--- config.mk ---
export PLATFORM = sky130hd
export DESIGN_NAME = lcd_bus_scheduler_flat
export DESIGN_NICKNAME = d
export VERILOG_FILES = /design/src/rtl/lcd_pkg.sv /design/src/rtl/lcd_bus_scheduler_if.sv /design/src/rtl/lcd_rr_arbiter.sv /design/src/rtl/lcd_bus_scheduler.sv /design/src/flat_wrapper.sv
export SDC_FILE = /design/constraint.sdc
export NUM_CORES = 1
export LEC_CHECK = 0
export ABC_AREA = 1
export CORE_UTILIZATION = 45
export DETAILED_ROUTE_END_ITERATION = 8
export GPL_TIMING_DRIVEN = 1
export PLACE_DENSITY = 0.79
export SYNTH_ARGS = -nofsm -noshare
export SYNTH_HDL_FRONTEND = slang
export SYNTH_SLANG_ARGS = --single-unit
--- constraint.sdc ---
create_clock -name clk -period 1.75 [get_ports clk]
set_input_delay 0.35 -clock clk [delete_from_list [all_inputs] [get_ports clk]]
set_output_delay 0.35 -clock clk [all_outputs]
set_load 0.05 [all_outputs]
--- src/rtl/lcd_pkg.sv ---
// lcd_pkg: shared definitions for the LCD bus scheduler.
//   - HD44780 command byte constants
//   - scheduler state encoding
//   - is_long_cmd(): selects the long execution wait for clear/home commands
//   - init_byte(): power-up init sequence lookup
package lcd_pkg;

  localparam logic [7:0] LCD_FUNC_SET = 8'h38;  // 8-bit bus, 2 lines, 5x8 font
  localparam logic [7:0] LCD_DISP_ON  = 8'h0C;  // display on, cursor off
  localparam logic [7:0] LCD_ENTRY    = 8'h06;  // increment, no shift
  localparam logic [7:0] LCD_CLEAR    = 8'h01;
  localparam logic [7:0] LCD_HOME     = 8'h02;
  localparam logic [7:0] LCD_DDRAM    = 8'h80;

  localparam int INIT_LEN = 4;

  typedef enum logic [2:0] {
    S_PWRUP,
    S_INIT_LOAD,
    S_IDLE,
    S_SETUP,
    S_PULSE,
    S_HOLD,
    S_WAIT
  } lcd_state_e;

  // 8'h03 decodes as "return home" on the controller (bit 0 is don't-care),
  // so it needs the long wait as well.
  function automatic logic is_long_cmd(input logic rs, input logic [7:0] data);
    return !rs && (data == LCD_CLEAR || data == LCD_HOME || data == 8'h03);
  endfunction

  function automatic logic [7:0] init_byte(input logic [1:0] idx);
    case (idx)
      2'd0:    return LCD_FUNC_SET;
      2'd1:    return LCD_DISP_ON;
      2'd2:    return LCD_ENTRY;
      default: return LCD_CLEAR;
    endcase
  endfunction

endpackage

--- src/rtl/lcd_bus_scheduler_if.sv ---
// lcd_bus_scheduler_if: requester handshake plus LCD pin bundle.
//   req/req_rs/req_data : per-requester pending byte (requester -> scheduler)
//   gnt                 : one-cycle acceptance pulse per requester
//   init_done           : init sequence finished
//   rs/rw/enable/data   : LCD pins driven by the scheduler
// Modports: master = requester side, slave = scheduler side.
interface lcd_bus_scheduler_if;
  import lcd_pkg::*;

  logic [1:0]  req;
  logic [1:0]  req_rs;
  logic [15:0] req_data;
  logic [1:0]  gnt;
  logic        init_done;
  logic        rs;
  logic        rw;
  logic        enable;
  logic [7:0]  data;

  modport master (
    output req, req_rs, req_data,
    input  gnt, init_done, rs, rw, enable, data
  );

  modport slave (
    input  req, req_rs, req_data,
    output gnt, init_done, rs, rw, enable, data
  );

endinterface

--- src/rtl/lcd_rr_arbiter.sv ---
// lcd_rr_arbiter: 2-way round-robin arbiter.
//   clk, reset : clock, synchronous active-high reset
//   req        : request vector
//   take       : the scheduler is accepting the current decision
//   gnt        : one-hot winner (combinational, zero when no request)
// The pointer names the requester that wins a tie; after any accepted
// grant it moves to the requester that did not win.
module lcd_rr_arbiter
  import lcd_pkg::*;
(
  input  logic       clk,
  input  logic       reset,
  input  logic [1:0] req,
  input  logic       take,
  output logic [1:0] gnt
);

  logic ptr;

  always_comb begin
    gnt = 2'b00;
    case (req)
      2'b01:   gnt = 2'b01;
      2'b10:   gnt = 2'b10;
      2'b11:   gnt = ptr ? 2'b10 : 2'b01;
      default: gnt = 2'b00;
    endcase
  end

  // Winner 0 -> pointer 1, winner 1 -> pointer 0, i.e. gnt[0].
  always_ff @(posedge clk) begin
    if (reset)
      ptr <= 1'b0;
    else if (take && |req)
      ptr <= gnt[0];
  end

endmodule

--- src/rtl/lcd_bus_scheduler.sv ---
// lcd_bus_scheduler: owns an HD44780 8-bit write bus shared by two
// requesters. Runs the power-up init sequence, then arbitrates byte requests
// round-robin and drives each byte with setup / enable pulse / hold timing
// followed by the controller execution wait.
//   clk, reset : clock, synchronous active-high reset
//   bus        : lcd_bus_scheduler_if.slave (requests, grants, LCD pins)
// All outputs come straight from registers; rw is tied low (write-only).
module lcd_bus_scheduler
  import lcd_pkg::*;
#(
  parameter int T_SETUP = 5,
  parameter int T_PULSE = 25,
  parameter int T_HOLD  = 5,
  parameter int T_SHORT = 2500,
  parameter int T_LONG  = 82000,
  parameter int T_PWRUP = 750000
) (
  input  logic                 clk,
  input  logic                 reset,
  lcd_bus_scheduler_if.slave   bus
);

  localparam int CNT_MAX = (T_PWRUP > T_LONG) ? T_PWRUP : T_LONG;
  localparam int CW      = $clog2(CNT_MAX + 1);

  lcd_state_e      state, state_nxt;
  logic [CW-1:0]   cnt, cnt_nxt;
  logic [1:0]      idx, idx_nxt;
  logic            rs_q, rs_nxt;
  logic [7:0]      data_q, data_nxt;
  logic            en_q, en_nxt;
  logic [1:0]      gnt_q, gnt_nxt;
  logic            done_q, done_nxt;
  logic [1:0]      arb_gnt;
  logic            take;
  logic            last;

  // One shared down-counter; a phase ends on the cycle it reads 1, so a
  // phase loaded with N lasts exactly N cycles.
  assign last = (cnt == CW'(1));

  lcd_rr_arbiter u_arb (
    .clk   (clk),
    .reset (reset),
    .req   (bus.req),
    .take  (take),
    .gnt   (arb_gnt)
  );

  always_comb begin
    state_nxt = state;
    cnt_nxt   = cnt;
    idx_nxt   = idx;
    rs_nxt    = rs_q;
    data_nxt  = data_q;
    en_nxt    = en_q;
    gnt_nxt   = 2'b00;
    done_nxt  = done_q;
    take      = 1'b0;

    case (state)
      S_PWRUP: begin
        if (last) begin
          state_nxt = S_INIT_LOAD;
          idx_nxt   = 2'd0;
        end else begin
          cnt_nxt = cnt - CW'(1);
        end
      end

      S_INIT_LOAD: begin
        rs_nxt    = 1'b0;
        data_nxt  = init_byte(idx);
        cnt_nxt   = CW'(T_SETUP);
        state_nxt = S_SETUP;
      end

      // Requests are only looked at here, so a held req cannot be granted
      // twice and anything raised before init_done simply waits.
      S_IDLE: begin
        if (done_q && |bus.req) begin
          take      = 1'b1;
          gnt_nxt   = arb_gnt;
          rs_nxt    = arb_gnt[1] ? bus.req_rs[1] : bus.req_rs[0];
          data_nxt  = arb_gnt[1] ? bus.req_data[15:8] : bus.req_data[7:0];
          cnt_nxt   = CW'(T_SETUP);
          state_nxt = S_SETUP;
        end
      end

      S_SETUP: begin
        if (last) begin
          en_nxt    = 1'b1;
          cnt_nxt   = CW'(T_PULSE);
          state_nxt = S_PULSE;
        end else begin
          cnt_nxt = cnt - CW'(1);
        end
      end

      S_PULSE: begin
        if (last) begin
          en_nxt    = 1'b0;
          cnt_nxt   = CW'(T_HOLD);
          state_nxt = S_HOLD;
        end else begin
          cnt_nxt = cnt - CW'(1);
        end
      end

      S_HOLD: begin
        if (last) begin
          cnt_nxt   = is_long_cmd(rs_q, data_q) ? CW'(T_LONG) : CW'(T_SHORT);
          state_nxt = S_WAIT;
        end else begin
          cnt_nxt = cnt - CW'(1);
        end
      end

      S_WAIT: begin
        if (last) begin
          if (!done_q && idx != 2'(INIT_LEN - 1)) begin
            idx_nxt   = idx + 2'd1;
            state_nxt = S_INIT_LOAD;
          end else begin
            done_nxt  = 1'b1;
            state_nxt = S_IDLE;
          end
        end else begin
          cnt_nxt = cnt - CW'(1);
        end
      end

      default: state_nxt = S_PWRUP;
    endcase
  end

  always_ff @(posedge clk) begin
    if (reset) begin
      state  <= S_PWRUP;
      cnt    <= CW'(T_PWRUP);
      idx    <= 2'd0;
      rs_q   <= 1'b0;
      data_q <= 8'h00;
      en_q   <= 1'b0;
      gnt_q  <= 2'b00;
      done_q <= 1'b0;
    end else begin
      state  <= state_nxt;
      cnt    <= cnt_nxt;
      idx    <= idx_nxt;
      rs_q   <= rs_nxt;
      data_q <= data_nxt;
      en_q   <= en_nxt;
      gnt_q  <= gnt_nxt;
      done_q <= done_nxt;
    end
  end

  assign bus.rs        = rs_q;
  assign bus.rw        = 1'b0;
  assign bus.enable    = en_q;
  assign bus.data      = data_q;
  assign bus.gnt       = gnt_q;
  assign bus.init_done = done_q;

endmodule

--- src/flat_wrapper.sv ---
// flat-port wrapper written by rule: the top's interface ports become plain ports
module lcd_bus_scheduler_flat import lcd_pkg::*;
#(
  parameter int T_SETUP = 5,
  parameter int T_PULSE = 25,
  parameter int T_HOLD  = 5,
  parameter int T_SHORT = 2500,
  parameter int T_LONG  = 82000,
  parameter int T_PWRUP = 750000
)
  (clk, reset, bus_req, bus_req_rs, bus_req_data, bus_gnt, bus_init_done, bus_rs, bus_rw, bus_enable, bus_data);
  lcd_bus_scheduler_if bus_i ();
  input  logic clk;
  input  logic reset;
  input wire logic [$bits(bus_i.req)-1:0] bus_req;
  input wire logic [$bits(bus_i.req_rs)-1:0] bus_req_rs;
  input wire logic [$bits(bus_i.req_data)-1:0] bus_req_data;
  output wire logic [$bits(bus_i.gnt)-1:0] bus_gnt;
  output wire logic [$bits(bus_i.init_done)-1:0] bus_init_done;
  output wire logic [$bits(bus_i.rs)-1:0] bus_rs;
  output wire logic [$bits(bus_i.rw)-1:0] bus_rw;
  output wire logic [$bits(bus_i.enable)-1:0] bus_enable;
  output wire logic [$bits(bus_i.data)-1:0] bus_data;
  assign bus_i.req = bus_req;
  assign bus_i.req_rs = bus_req_rs;
  assign bus_i.req_data = bus_req_data;
  assign bus_gnt = bus_i.gnt;
  assign bus_init_done = bus_i.init_done;
  assign bus_rs = bus_i.rs;
  assign bus_rw = bus_i.rw;
  assign bus_enable = bus_i.enable;
  assign bus_data = bus_i.data;
  lcd_bus_scheduler #(.T_SETUP(T_SETUP), .T_PULSE(T_PULSE), .T_HOLD(T_HOLD), .T_SHORT(T_SHORT), .T_LONG(T_LONG), .T_PWRUP(T_PWRUP)) u_core (.clk(clk), .reset(reset), .bus(bus_i));
endmodule
==> flow_summary_export.csv <==
group,metric,value,unit
placement,placed_area,0.002962,mm^2
synthesis,synth.top_cell.area_share,0.3182,
pwr,powerDensity,1559,mW/mm^2
global_route,grt_pass1_vias,2289,
pwr,p_leak,1.361,nW
global_route,grt.total_usage,0.2389,
final_layout,fin_util,0.6122,
route,drtIter0Drc,227,
floorplanning,die_h,75.84,um
timing,finalHoldViolations,0,
clock_tree,clock_latency,300,ps
floorplanning,core.rowCount,26,
synthesis,ys_ff_latch,39,
outcome,status,"complete, no violations",
placement,dpl.hpwl,4685,um
synthesis,synth.distinct_cells,37,
route,vias,2640,
synthesis,yosys_warnings,0,
placement,place.gp.congestion,0.8818,
global_route,antenna_found_initial,0,
clock_tree,cts_tree,"done",
route,drt-vias-per-instance,5.207,
worst_setup_path,arrival,1870,ps
route,drt_wl_total,6455,um
clock_tree,ctsHoldBuffers,0,
final_layout,nNetsFinal,464,
timing,setup_viol,0,
clock_tree,numCtsBuffers,5,
worst_setup_path,r2r_cells,13,
floorplanning,initial_core_util,0.4744,
route,drc,0,
timing,setup_ws,79.20,ps
placement,dp_slack,-103.5,ps
worst_setup_path,cp_max_fo,7,
synthesis,syn_avg_cell_area,6.508,um^2
global_route,grt_overflow,0,
global_route,grt_pass1_wl,10400,um
synthesis,synth_cells,377,
hold_path,hold_class,"reg -> reg",
clock_tree,clk_pin_slew,70,ps
clock_tree,numClockSinks,39,
worst_setup_path,start_kind,"flop",
global_route,grt_max_degree,23,
final_layout,nFillCells,466,
route,dr.pass1.iters,5,
timing,fmax,598.5,MHz
synthesis,synthTopCellsByArea,"dfxtp_1, nand2_1, nor2_1",
final_layout,final_layout_size_suffix_gt1_frac,0.2014,
floorplanning,die_area,0.005752,mm^2
placement,placed_cells,494,
synthesis,ys_seq_area_frac,0.3182,
floorplanning,die_w,75.84,um
final_layout,num_antenna_cells,0,
synthesis,yosys.area.top_type,"dfxtp_1",
final_layout,syn2layout_area_growth,29.07,%
synthesis,syn_nets,405,
worst_setup_path,cp.required,1940,ps
route,wl_per_cell,12.73,um
clock_tree,htreeDepth,2,
final_layout,instances_no_fill,507,
clock_tree,clock_path_buffers,2,
timing,slew_violations,0,
global_route,grt_use_met1,0.3223,
timing,min_period,1671,ps
worst_setup_path,worstSetupPathType,"reg -> reg",
global_route,gr-usage-met3,0.04497,
timing,finalCritPeriodShare,0.9547,
worst_setup_path,endpoint_kind,"flop",
run,maxCapViolCount,0,
hold_path,holdPathStages,2,
global_route,top_usage_layer,"met2",
floorplanning,boundaryPins,36,
clock_tree,root_buffer,"clkbuf_8",
route,ant_nets,0,
floorplanning,coreArea,0.005172,mm^2
placement,port_buffers,34,
pwr,peakVddDrop,0.8007,mV
timing,finClkSkew,6.022,ps
global_route,met2_usage,0.3874,
final_layout,fin_area,0.003167,mm^2
synthesis,synthesis.area,0.002454,mm^2
[flip-flops by register name (all words and copies together) (netlist names)]
register / cells
u_core.bus.gnt: 2
u_core.bus.enable: 1
u_core.bus.init_done: 1
u_core.idx: 2
u_core.state: 3
u_core.bus.data: 8
u_core.cnt: 20
u_core.u_arb.ptr: 1
u_core.bus.rs: 1
[per-layer routing]
layer	wire [um]	vias to the layer above	part of all wire
met5	0	-	0
met1	2974	1211	0.46
met4	94	0	0.015
li1	-	1335	-
met3	369	10	0.057
met2	3015	84	0.47
[worst paths after layout]
kind                                            startpoint                     endpoint  slack, ps
worst max-delay path            u_core.cnt[1]$_SDFFE_PP0P_  u_core.cnt[16]$_SDFFE_PP1P_         80
worst min-delay path            u_core.cnt[1]$_SDFFE_PP0P_   u_core.cnt[1]$_SDFFE_PP0P_        490
worst max register to register  u_core.cnt[1]$_SDFFE_PP0P_  u_core.cnt[16]$_SDFFE_PP1P_         80
worst min register to register  u_core.cnt[1]$_SDFFE_PP0P_   u_core.cnt[1]$_SDFFE_PP0P_        490
[kinds of logic (layout without fill, tap and decap cells)]
family | after synthesis | after routing | share of synthesized area
buffers and inverters | 43 | 103 | 0.07547
AOI/OAI and AO/OA | 81 | 81 | 0.1882
and+or+nand+nor | 193 | 193 | 0.3361
other | 1 | 1 | 0.001528
DFF | 39 | 39 | 0.3182
xor gates and xnor gates | 14 | 14 | 0.04998
adders and majority gates | 6 | 6 | 0.03060
[critical path, stage by stage (launching register included)]
cell	delay (ps)
dfxtp_1	330
inv_1	80
ha_2	200
nand3_2	100
nor2_4	120
nand3_4	130
nand2_1	100
nand2_2	70
inv_2	100
nand2_1	80
nand2_1	70
nand2_1	40
nand2_1	60
nand2_1	60
[cell usage in the layout (no fill, tap or decap), types with 2 or more instances in the layout]
cell,count
clkbuf_8,7
nor2_4,6
buf_4,40
nor2_1,56
dfxtp_1,35
ha_1,5
xor2_1,9
nand2_2,4
nor3_1,7
inv_1,26
nand3_1,13
o221a_2,2
nand4_1,2
inv_2,6
or2_2,2
clkdlybuf4s50_1,21
nor2_2,6
xnor2_1,5
nand3_4,2
dfxtp_2,4
a21oi_1,37
o21ai_0,28
nand2_1,90
o21ai_1,5
[cells in the mapped netlist, drive strengths merged]
cell type  instances
dfxtp             39
o21bai             1
buf                5
nand4              2
nor3               7
nand2             95
clkbuf             5
a21boi             1
o211ai             1
a21oi             38
xor2               9
xnor2              5
inv               33
nand3             16
and2               1
o21ai             35
conb               1
a211oi             1
o221a              2
ha                 6
a211o              1
nor2              68
a31o               1
or2                3
nand3b             1
[layout make-up]
| class | instances | area (um^2) | area share |
|---|---|---|---|
| timing repair buffer | 62 | 521.8 | 0.1648 |
| inverter | 33 | 126.4 | 0.03991 |
| clock buffer | 8 | 100.1 | 0.03161 |
| sequential | 39 | 785.8 | 0.2481 |
| multi-input combinational | 295 | 1545 | 0.4879 |
| tap | 70 | 87.58 | 0.02766 |
[repair_timing]
item                                    4_1_cts  5_1_grt
endpoints found under the setup margin        2       26
gates resized for setup                       3       17
pin swaps                                     0        1
setup buffers                                 0        5
[metrics by stage]
stage | hold slack [ps] | total power, mW | TNS, ps
finish | 491.2 | 4.938 | 0
global route | 526.4 | 5.324 | -190.8
CTS | 488.5 | 4.726 | 0
detailed placement | 477.7 | 4.026 | -1044
global placement | 463.5 | 3.965 | -380.8
floorplan | 449.7 | 3.304 | 0
[power by group]
| part | total, mW | switching (mW) | leakage (nW) | internal (mW) |
|---|---|---|---|---|
| clock network | 0.683 | 0.323 | 0.0515 | 0.360 |
| registers | 1.42 | 0.278 | 0.321 | 1.15 |
| logic | 2.83 | 1.71 | 0.989 | 1.12 |
| total | 4.94 | 2.31 | 1.36 | 2.62 |
Note: power is estimated with default switching activity, not from simulation.
